`src/rtl/rf_wb_scheduler.sv`:
```
// rf_wb_scheduler
//
// Shares the single register-file write port between the ALU writeback and
// the memory-load writeback. It also keeps a busy scoreboard of destination
// registers reserved at issue and flags read hazards.
//
// Ports:
//   clk, rst                     clock (rising edge), async active-high reset
//   alu_valid/alu_rd/alu_data    ALU writeback request; alu_ready = granted
//   mem_valid/mem_rd/mem_data    load writeback request; mem_ready = granted
//   rsv_valid/rsv_rd             issue-stage reservation; rsv_stall = rd busy
//   rs, rt                       read addresses; hazard = either one is busy
//   rf_wr/rf_rd/rf_wdata         registered register-file write port
//   busy                         scoreboard, bit i = register i has a pending write
//   err                          sticky protocol-violation flag
module rf_wb_scheduler #(
    parameter int NREG = 16,
    parameter int AW   = 4,
    parameter int DW   = 16
) (
    input  logic            clk,
    input  logic            rst,
    input  logic            alu_valid,
    input  logic [AW-1:0]   alu_rd,
    input  logic [DW-1:0]   alu_data,
    output logic            alu_ready,
    input  logic            mem_valid,
    input  logic [AW-1:0]   mem_rd,
    input  logic [DW-1:0]   mem_data,
    output logic            mem_ready,
    input  logic            rsv_valid,
    input  logic [AW-1:0]   rsv_rd,
    output logic            rsv_stall,
    input  logic [AW-1:0]   rs,
    input  logic [AW-1:0]   rt,
    output logic            hazard,
    output logic            rf_wr,
    output logic [AW-1:0]   rf_rd,
    output logic [DW-1:0]   rf_wdata,
    output logic [NREG-1:0] busy,
    output logic            err
);

    // Round-robin pointer: which requester wins the next contested cycle.
    typedef enum logic {PRI_ALU, PRI_MEM} pri_t;

    pri_t            pri_q;
    logic            grant;
    logic [AW-1:0]   win_rd;
    logic [DW-1:0]   win_data;
    logic [NREG-1:0] set_mask;
    logic [NREG-1:0] clr_mask;
    logic            viol;

    // Arbitration and scoreboard update masks.
    always_comb begin
        // NOTE: every signal gets a default first so no path leaves it unassigned (no latch).
        alu_ready = 1'b0;
        mem_ready = 1'b0;
        set_mask  = '0;
        clr_mask  = '0;

        // No grants while reset is held; requesters re-present afterwards.
        if (!rst) begin
            alu_ready = alu_valid && (!mem_valid || pri_q == PRI_ALU);
            mem_ready = mem_valid && (!alu_valid || pri_q == PRI_MEM);
        end

        grant    = alu_ready || mem_ready;
        win_rd   = alu_ready ? alu_rd   : mem_rd;
        win_data = alu_ready ? alu_data : mem_data;

        // A reservation of an already-busy register is dropped, not queued.
        if (rsv_valid && !busy[rsv_rd])
            set_mask[rsv_rd] = 1'b1;
        // The write leaving the output stage this edge retires its register.
        if (rf_wr)
            clr_mask[rf_rd] = 1'b1;

        // WAW reservation, or a writeback to a register nobody reserved.
        viol = (rsv_valid && busy[rsv_rd]) || (grant && !busy[win_rd]);
    end

    // Both reflect the current scoreboard only; a same-edge clear is not
    // anticipated, so stalls and hazards are conservative by one cycle.
    assign rsv_stall = busy[rsv_rd];
    assign hazard    = busy[rs] | busy[rt];

    // NOTE: sequential state uses non-blocking assignments so every register samples pre-edge values.
    always_ff @(posedge clk or posedge rst) begin
        if (rst) begin
            pri_q    <= PRI_ALU;
            rf_wr    <= 1'b0;
            rf_rd    <= '0;
            rf_wdata <= '0;
            busy     <= '0;
            err      <= 1'b0;
        end else begin
            // Pointer moves only when both competed; the loser wins next time.
            if (alu_valid && mem_valid)
                pri_q <= (pri_q == PRI_ALU) ? PRI_MEM : PRI_ALU;

            rf_wr <= grant;
            if (grant) begin
                rf_rd    <= win_rd;
                rf_wdata <= win_data;
            end

            // Set is applied after clear, so a same-index collision stays busy.
            busy <= (busy & ~clr_mask) | set_mask;

            if (viol)
                err <= 1'b1;
        end
    end

endmodule

```
`config.mk`:
```
export PLATFORM = sky130hd
export DESIGN_NAME = rf_wb_scheduler
export DESIGN_NICKNAME = d
export VERILOG_FILES = /design/src/rtl/rf_wb_scheduler.sv
export SDC_FILE = /design/constraint.sdc
export NUM_CORES = 1
export LEC_CHECK = 0
export BUFFER_PORTS_ARGS = -buffer_cell sky130_fd_sc_hd__buf_2
export CAP_MARGIN = 30
export CORE_MARGIN = 4
export CORE_UTILIZATION = 52
export DETAILED_ROUTE_END_ITERATION = 8
export GPL_TIMING_DRIVEN = 0
export PLACE_DENSITY = 0.85
export SLEW_MARGIN = 20
export SYNTH_ARGS = -nofsm -noshare
export SYNTH_HDL_FRONTEND = slang
export SYNTH_SLANG_ARGS = --single-unit
```
`constraint.sdc`:
```
create_clock -name clk -period 4.6 [get_ports clk]
set_input_delay 0.46 -clock clk [delete_from_list [all_inputs] [get_ports clk]]
set_output_delay 0.46 -clock clk [all_outputs]
set_load 0.03 [all_outputs]
```
==> results.py <==
metrics = {
    "finish": {
        "diodes": 0,
        "fin_util_pct": 70.4,
        "drive_gt1_share_pct": 34.8,
        "num-fill-cells": 352,
        "fin_cells": 423,
        "finalNetCount": 427,
        "area_growth_pct": 27.9,
    },
    "power": {
        "power_mw": 1.95,
        "leakage_nw": 1.40,
        "irDropWorstVdd_uv": 277,
        "powerDensity_mw_per_mm2": 618,
    },
    "placed_design": {
        "place_inst": 415,
        "numPortBuffers": 96,
        "hpwl_um": 5740,
        "place.gp.congestion": 0.897,
    },
    "logic_synthesis": {
        "yosysMostFrequentCell": "nand2_1",
        "synthFlopType": "dfrtp_1",
        "yosys_warnings": 0,
        "ys_seq_elements": 39,
        "synthesis.area_mm2": 0.00246,
        "synth_area_leader_cell": "dfrtp_1",
        "synth_area_leaders": "dfrtp_1, mux4_2, nand2_1",
        "syn_nets": 323,
        "yosysSeqAreaShare_pct": 39.6,
        "syn-mean-instance-area_um2": 9.27,
        "synth_common_cells": "nand2_1, dfrtp_1, o21ai_1, nor2_1, a31oi_1",
        "synth-edff-count": 0,
        "synthArstFlopShare_pct": 100,
        "synth_cells": 266,
        "synth_top_cell_area_share_pct": 39.6,
        "ys_types": 42,
    },
    "drt": {
        "via_per_inst": 6.15,
        "wl_per_cell_um": 18.1,
        "drtIter0Drc": 177,
        "postRouteAntennaNets": 0,
        "vias": 2603,
        "drc_errors": 0,
        "dr.pass1.iters": 4,
        "routed_wl_um": 7640,
    },
    "floorplan": {
        "core.rowCount": 24,
        "core_area_mm2": 0.00447,
        "ios": 99,
        "die_y_um": 76.9,
        "die_w_um": 76.9,
        "die-area_mm2": 0.00591,
        "start_util_pct": 55.1,
    },
    "sta": {
        "max_freq_ghz": 0.383,
        "rsz0062_at_grt": "false",
        "worst_slew_pin_slew_ps": 469,
        "drv_slew": 0,
        "final_hold_viol_count": 0,
        "fin_worst_skew_ps": 3.92,
        "post-route-min-period_ps": 2610,
        "period_share_pct": 56.7,
        "setup_tns_ps": 0,
        "slew_headroom_pct": 68.7,
        "setup_viol": 0,
    },
    "global_routing": {
        "grt_max_degree": 37,
        "antenna_found_initial": 0,
        "grt_overflow_total": 0,
        "first_global_vias": 2541,
        "grt_pass1_wl_um": 12600,
        "grt_usage_pct": 26.8,
    },
    "cts": {
        "cts.sinks": 39,
        "hold_buffers": 0,
        "cts_setup_buffers": 0,
        "clk_latency_ps": 290,
        "cts_resized": 0,
        "cts_buffers": 5,
        "clk_pin_slew_ps": 80,
        "tritoncts": "yes",
        "cts.path.max_buffers": 2,
        "cts_root_buffer": "clkbuf_8",
        "htree_levels": 2,
    },
    "worst_setup_path": {
        "r2r-end": "err",
        "rr_worst_depth": 7,
        "arrival_ps": 2150,
        "start_kind": "register",
        "r2r-start": "pri_q",
        "endpoint_kind": "output pin",
        "path_max_fanout": 7,
        "path_class": "register to output pin",
        "r2r_slack_ps": 2510,
        "cp.required_ps": 4140,
    },
    "run": {
        "maxCapViolCount": 0,
    },
    "status": {
        "status": "completed",
    },
    "hold_path": {
        "min_path_type": "input pin to async pin",
    },
}
==> worst max-delay path, cell delays in order, from the launching register on <==
cell and delay, ps:
dfrtp_1 500, mux4_2 500, mux4_2 470, or2_1 210
buf_2 180
==> per-layer routing <==
metal / GRT usage, % / share of wire, % / wire length, um
met4: 13.0 / 4.7 / 359
met1: 35.0 / 40 / 3070
met5: 0 / 0 / 0
met2: 41.7 / 48 / 3650
met3: 6.44 / 7.4 / 562
==> registers in the layout (all words and copies together) (netlist names) <==
signal    flops
err           1
pri_q         1
busy         16
rf_rd         4
rf_wdata     16
rf_wr         1
==> final cells by class <==
cell class | instances | area (um^2) | area share [%]
Inverter | 5 | 18.8 | 0.595
Timing Repair Buffer | 97 | 500 | 15.9
Clock buffer | 6 | 82.6 | 2.62
Multi-Input combinational cell | 206 | 1400 | 44.4
Tap cell | 52 | 65.1 | 2.06
Clock inverter | 2 | 38.8 | 1.23
Buffer | 16 | 70.1 | 2.22
Sequential cell | 39 | 976 | 31.0
==> report_power, final <==
part,internal [mW],switching (mW)
logic,0.361,0.590
clock network,0.178,0.124
registers,0.474,0.219
total,1.01,0.933
==> stage by stage <==
stage	hold WS (ps)	setup slack [ps]	cell area, um^2
final	55.2	1990	3150
after global routing	51.3	1910	3150
after CTS	53.5	1990	3150
after detailed placement	366	2140	3030
after global placement	498	1310	3010
after floorplan	478	1950	2460
==> placed cells by master, fill, tap and decap left out, types with 3 or more instances in the layout <==
master,count
o21ai_1,20
clkbuf_8,6
o21ai_0,14
a22o_1,3
nand3_1,6
a31oi_1,18
a311oi_1,6
nand2b_1,15
dfrtp_1,39
buf_2,98
a21oi_1,7
nor2_1,19
nand2_1,45
mux2i_1,4
nand3b_1,4
mux4_2,15
a211oi_1,7
clkbuf_1,11
==> cells by family after synthesis <==
kind of cell / Yosys count / synth area share [%]
AND/OR/NAND/NOR: 100 / 19.2
AO/OA/AOI/OAI: 85 / 21.5
flip-flops: 39 / 39.6
buffers and inverters: 21 / 3.60
multiplexers: 20 / 15.8
XOR/XNOR: 1 / 0.355
==> how the worst max path moves through the flow <==
stage,startpoint,to,depth (start not counted)
4_1_cts,busy[15],hazard,4
3_3_place_gp,rst,mem_ready,6
5_1_grt,busy[15],hazard,4
6_report,busy[15],hazard,4
2_1_floorplan,rst,mem_ready,4
3_5_place_dp,rs[0],hazard,5
No activity file was read; power rests on OpenSTA's default activity.
